File: src/rtl/adc_capture.sv
// ADC capture: divides sys_clk into a registered adc_clk, drops PIPE_LAT warm-up samples, and queues samples in a show-ahead FIFO.
// Optional ADC_CAPTURE_TWOS_EN: flip the sample MSB (offset binary -> two's complement) before the FIFO push.
module adc_capture #(
    parameter int DATA_W     = 12,
    parameter int CLK_DIV    = 2,
    parameter int PIPE_LAT   = 7,
    parameter int FIFO_DEPTH = 16
) (
    input  logic                          sys_clk,
    input  logic                          rst_n,
    input  logic                          en,
    output logic                          adc_clk,
    input  logic [DATA_W-1:0]             adc_d,
    output logic [DATA_W-1:0]             m_data,
    output logic                          m_valid,
    input  logic                          m_ready,
    output logic [$clog2(FIFO_DEPTH):0]   level,
    output logic                          ovf,
    input  logic                          ovf_clr
);

    localparam int AW = $clog2(FIFO_DEPTH);
    localparam int CW = (CLK_DIV > 2) ? $clog2(CLK_DIV) : 1;
    localparam logic [CW-1:0]     DIV_LAST   = CW'(CLK_DIV - 1);
    localparam logic [CW-1:0]     DIV_HALF   = CW'(CLK_DIV / 2);
    localparam logic [7:0]        PIPE_LAT_C = 8'(PIPE_LAT);
    localparam logic [AW:0]       DEPTH_C    = (AW+1)'(FIFO_DEPTH);
    localparam logic [DATA_W-1:0] MSB_MASK   = DATA_W'(1) << (DATA_W - 1);

    logic [CW-1:0]     div_cnt_q, div_cnt_d;
    logic              adc_clk_q, adc_clk_d;
    logic [7:0]        disc_q, disc_d;
    logic [DATA_W-1:0] sample_q, sample_d;
    logic              push_q, push_d;
    logic [AW-1:0]     wr_ptr_q, wr_ptr_d;
    logic [AW-1:0]     rd_ptr_q, rd_ptr_d;
    logic [AW:0]       level_q, level_d;
    logic              ovf_q, ovf_d;
    logic [DATA_W-1:0] mem_q [FIFO_DEPTH];
    logic [DATA_W-1:0] mem_d [FIFO_DEPTH];

    logic              sample_pt;
    logic              full;
    logic              pop;
    logic              wr;
    logic [DATA_W-1:0] push_dat;

    always_comb begin
        sample_pt = en && (div_cnt_q == DIV_LAST);

        div_cnt_d = '0;
        if (en) begin
            div_cnt_d = (div_cnt_q == DIV_LAST) ? '0 : div_cnt_q + 1'b1;
        end
        adc_clk_d = en && (div_cnt_q < DIV_HALF);

        // Warm-up counter saturates at PIPE_LAT so it never wraps.
        disc_d = disc_q;
        if (!en) begin
            disc_d = '0;
        end else if (sample_pt && (disc_q < PIPE_LAT_C)) begin
            disc_d = disc_q + 1'b1;
        end

        sample_d = sample_pt ? adc_d : sample_q;
        push_d   = sample_pt && (disc_q >= PIPE_LAT_C);

`ifdef ADC_CAPTURE_TWOS_EN
        push_dat = sample_q ^ MSB_MASK;
`else
        push_dat = sample_q;
`endif

        full = (level_q == DEPTH_C);
        pop  = (level_q != '0) && m_ready;
        // A pop on the same edge frees the slot, so a full FIFO still accepts.
        wr   = push_q && (!full || pop);

        ovf_d = ovf_q;
        if (ovf_clr) begin
            ovf_d = 1'b0;
        end
        if (push_q && full && !pop) begin
            ovf_d = 1'b1;
        end

        mem_d = mem_q;
        if (wr) begin
            mem_d[wr_ptr_q] = push_dat;
        end
        wr_ptr_d = wr  ? wr_ptr_q + 1'b1 : wr_ptr_q;
        rd_ptr_d = pop ? rd_ptr_q + 1'b1 : rd_ptr_q;
        level_d  = level_q + (AW+1)'(wr) - (AW+1)'(pop);
    end

    always_ff @(posedge sys_clk) begin
        if (!rst_n) begin
            div_cnt_q <= '0;
            adc_clk_q <= 1'b0;
            disc_q    <= '0;
            sample_q  <= '0;
            push_q    <= 1'b0;
            wr_ptr_q  <= '0;
            rd_ptr_q  <= '0;
            level_q   <= '0;
            ovf_q     <= 1'b0;
            mem_q     <= '{default: '0};
        end else begin
            div_cnt_q <= div_cnt_d;
            adc_clk_q <= adc_clk_d;
            disc_q    <= disc_d;
            sample_q  <= sample_d;
            push_q    <= push_d;
            wr_ptr_q  <= wr_ptr_d;
            rd_ptr_q  <= rd_ptr_d;
            level_q   <= level_d;
            ovf_q     <= ovf_d;
            mem_q     <= mem_d;
        end
    end

    assign adc_clk = adc_clk_q;
    assign m_data  = mem_q[rd_ptr_q];
    assign m_valid = (level_q != '0);
    assign level   = level_q;
    assign ovf     = ovf_q;

endmodule

File: config.mk
export PLATFORM = sky130hd
export DESIGN_NAME = adc_capture
export DESIGN_NICKNAME = d
export VERILOG_FILES = /design/src/rtl/adc_capture.sv
export SDC_FILE = /design/constraint.sdc
export NUM_CORES = 1
export LEC_CHECK = 0
export BUFFER_PORTS_ARGS = -buffer_cell sky130_fd_sc_hd__buf_4
export CAP_MARGIN = 5
export CORE_ASPECT_RATIO = 1.5
export CORE_MARGIN = 2
export CORE_UTILIZATION = 40
export CTS_BUF_LIST = sky130_fd_sc_hd__clkbuf_16
export DETAILED_ROUTE_END_ITERATION = 8
export GPL_ROUTABILITY_DRIVEN = 0
export HOLD_SLACK_MARGIN = 0.05
export SYNTH_ARGS = -nofsm -noshare
export SYNTH_HDL_FRONTEND = slang
export SYNTH_SLANG_ARGS = --single-unit
export TNS_END_PERCENT = 10
File: constraint.sdc
create_clock -name sys_clk -period 4.9 [get_ports sys_clk]
set_input_delay 0.735 -clock sys_clk [delete_from_list [all_inputs] [get_ports sys_clk]]
set_output_delay 0.735 -clock sys_clk [all_outputs]
set_load 0.05 [all_outputs]
==> impl_metrics.ini <==
[drt]
drtIter0Drc = 386
dr.pass1.iters = 7
ant_nets = 0
drt-vias-per-instance = 5.23
drc = 0
vias = 6657
wirelength_mm = 23.2
post_drt_wl_per_cell_um = 18.2

[final_layout]
nNetsFinal = 965
drive_above_1_share_pct = 15.7
diodes = 0
fin_area_um2 = 10900
fillers = 2309
utilization_pct = 44.9
syn_to_final_growth_pct = 10.8

[setup_path]
cp.required_ns = 4.16
crit_top_cell = buf_4
worstSetupPathType = reg2out
r2r_start = level[3]$_SDFF_PN0_
crit_slowest_cell = dfxtp_4
ff2ff_path_depth = 13
cpPeakStageDelay_ns = 0.85
cp-end-kind = primary output
crit_start = rd_ptr_q[0]$_SDFFE_PN0P_
cp_cell_sequence = buf_4 > mux4_2 > a22oi_1 > nand2_1 > buf_4
startpoint_type = flip-flop
critPathMaxFanout = 41
arrival_ns = 2.84

[sta]
period_share_pct = 72.9
finalSetupTns_ns = 0
fmax_mhz = 280
hold_ws_ns = 0.454
finalMaxSlewViolations = 0
tightest_slew_ns = 1.15
period_needed_ns = 3.57
finClkSkew_ns = 0.00984
hold_viol = 0
grt_setup_unrepaired = false
finalSetupViolations = 0
worst_slack_ns = 1.33
slew_headroom_pct = 23.3

[clocking]
ctsLongestPathBuffers = 3
cts_sinks = 229
cts_resized = 0
htreeDepth = 1
numCtsBuffers = 22
cts_hold_buf = 0
cts_tree = done
post_cts_buffers = 0
clk_pin_slew_ns = 0.06
clock_latency_ns = 0.51
cts_root_buf = clkbuf_16

[synth]
synthTopCellsByCount = 229 x dfxtp_1, 200 x nand2_1, 146 x mux2i_1, 52 x clkbuf_1, 52 x nand3_1
yosysMostFrequentCell = dfxtp_1
yosysTopAreaCell = dfxtp_1
synth_nets = 974
synth_cell_type_count = 37
yosysSeqAreaShare_pct = 46.5
synthArstFlopShare_pct = 0
synthFlopType = dfxtp_1
netlist_top_cells_area = dfxtp_1 46%, mux2i_1 15%, mux4_2 11%
synth-edff-count = 0
synth_top_area_share_pct = 46.5
synth_area_um2 = 9870
ys_seq_elements = 229
syn_avg_cell_area_um2 = 10.5
yosys_warnings = 0
synthCells = 944

[placed_design]
pre_cts_ws_ns = 1.70
port_buffers = 36
post_dp_cell_area_um2 = 10200
dp_hpwl_mm = 14.6

[min_path]
hold_path_class = reg2reg
hold_path_depth = 2
hold_start = mem_q[52]$_SDFFE_PN0P_

[die]
die_x_um = 132
io_pins = 37
rows = 70
coreArea_um2 = 24300
dieHeight_um = 196
initial_core_util_pct = 40.5
dieArea_um2 = 26000

[grt]
grt_use_total_pct = 18.1
grt_antenna_before_repair = 0
grt_pass1_vias = 6679
overflow = 0
grt_start_max_net_pins = 77
grt_pass1_wl_mm = 36.9

[outcome]
outcome = completed

[power_and_ir_drop]
ir_drop_uv = 211
leakage_nw = 3.66
p_per_area_nw_per_um2 = 387

[job]
max-cap-violations = 0
==> layer usage <==
layer	part of all wire, %	track usage, %	vias to the layer above
met2	52	33.4	86
met1	43	21.9	3265
li1	-	-	3274
met5	0	0	-
met3	2.6	2.01	32
met4	2.4	5.97	0
==> worst max-delay path: cells and delay by family, from the launching register on <==
family          cells  cell delay [ns]
buf+inv             2             0.61
flops               1             0.85
mux                 1             0.54
simple gates        1             0.12
compound gates      1             0.19
==> sequential cells by signal, indices dropped and copies added, names as in the netlist <==
register and cells:
div_cnt_q 1, mem_q 192, push_dat 12, level 5, push_q 1, disc_q 8, adc_clk 1, wr_ptr_q 4
rd_ptr_q 4, ovf 1
==> cell type report <==
class                           count  area (µm²)  area share (%)
Clock inverter                     16         131            1.20
Inverter                           11        41.3           0.378
Clock buffer                       23         576            5.26
Sequential cell                   229        4590            42.0
Multi-Input combinational cell    623        4830            44.1
Tap cell                          324         405            3.71
Timing Repair Buffer               48         364            3.33
==> kinds of logic (layout without fill, tap and decap cells) <==
group	Yosys count	after routing	synth area share [%]
and+or+nand+nor	305	305	14.2
muxes	194	194	25.8
DFF	229	229	46.5
AOI/OAI and AO/OA	102	102	6.44
xor gates and xnor gates	9	9	0.799
buffers and inverters	92	98	4.65
adders and majority gates	13	13	1.72
==> metrics by stage <==
step	instances	total power (W)
2_1_floorplan	944	0.00248
3_3_place_gp	1235	0.00261
3_5_place_dp	1235	0.00262
4_1_cts	1274	0.00430
5_1_grt	1274	0.00442
6_report	1274	0.00424
==> placed cells by master, fill, tap and decap left out, types with 2 or more instances in the layout <==
cell,count
dfxtp_1,227
nand2_1,200
mux2i_1,146
nand3_1,52
o21ai_0,49
mux4_2,48
buf_4,47
a22oi_1,24
clkbuf_16,23
nor2_1,21
a21oi_1,18
inv_1,14
ha_1,12
nor3_4,9
and3_1,6
xor2_1,5
clkinv_2,5
nand2b_1,4
xnor2_1,4
o2111ai_2,4
nor2b_1,3
and2_1,3
o21a_1,2
nor3_1,2
bufinv_16,2
clkinv_1,2
clkinvlp_4,2
==> final timing paths <==
kind | endpoint | slack (ns)
max | m_data[9] | 1.33
min | mem_q[52]$_SDFFE_PN0P_ | 0.45
max reg2reg | level[4]$_SDFF_PN0_ | 1.81
min reg2reg | mem_q[52]$_SDFFE_PN0P_ | 0.45
==> report_power, final <==
group | internal, W | switching [W] | total, W
Clock | 0.000958 | 0.000719 | 0.00168
Sequential | 0.00189 | 0.000113 | 0.00201
Combinational | 0.000234 | 0.000320 | 0.000554
Total | 0.00308 | 0.00115 | 0.00424
(Power assumes the default switching activity.)
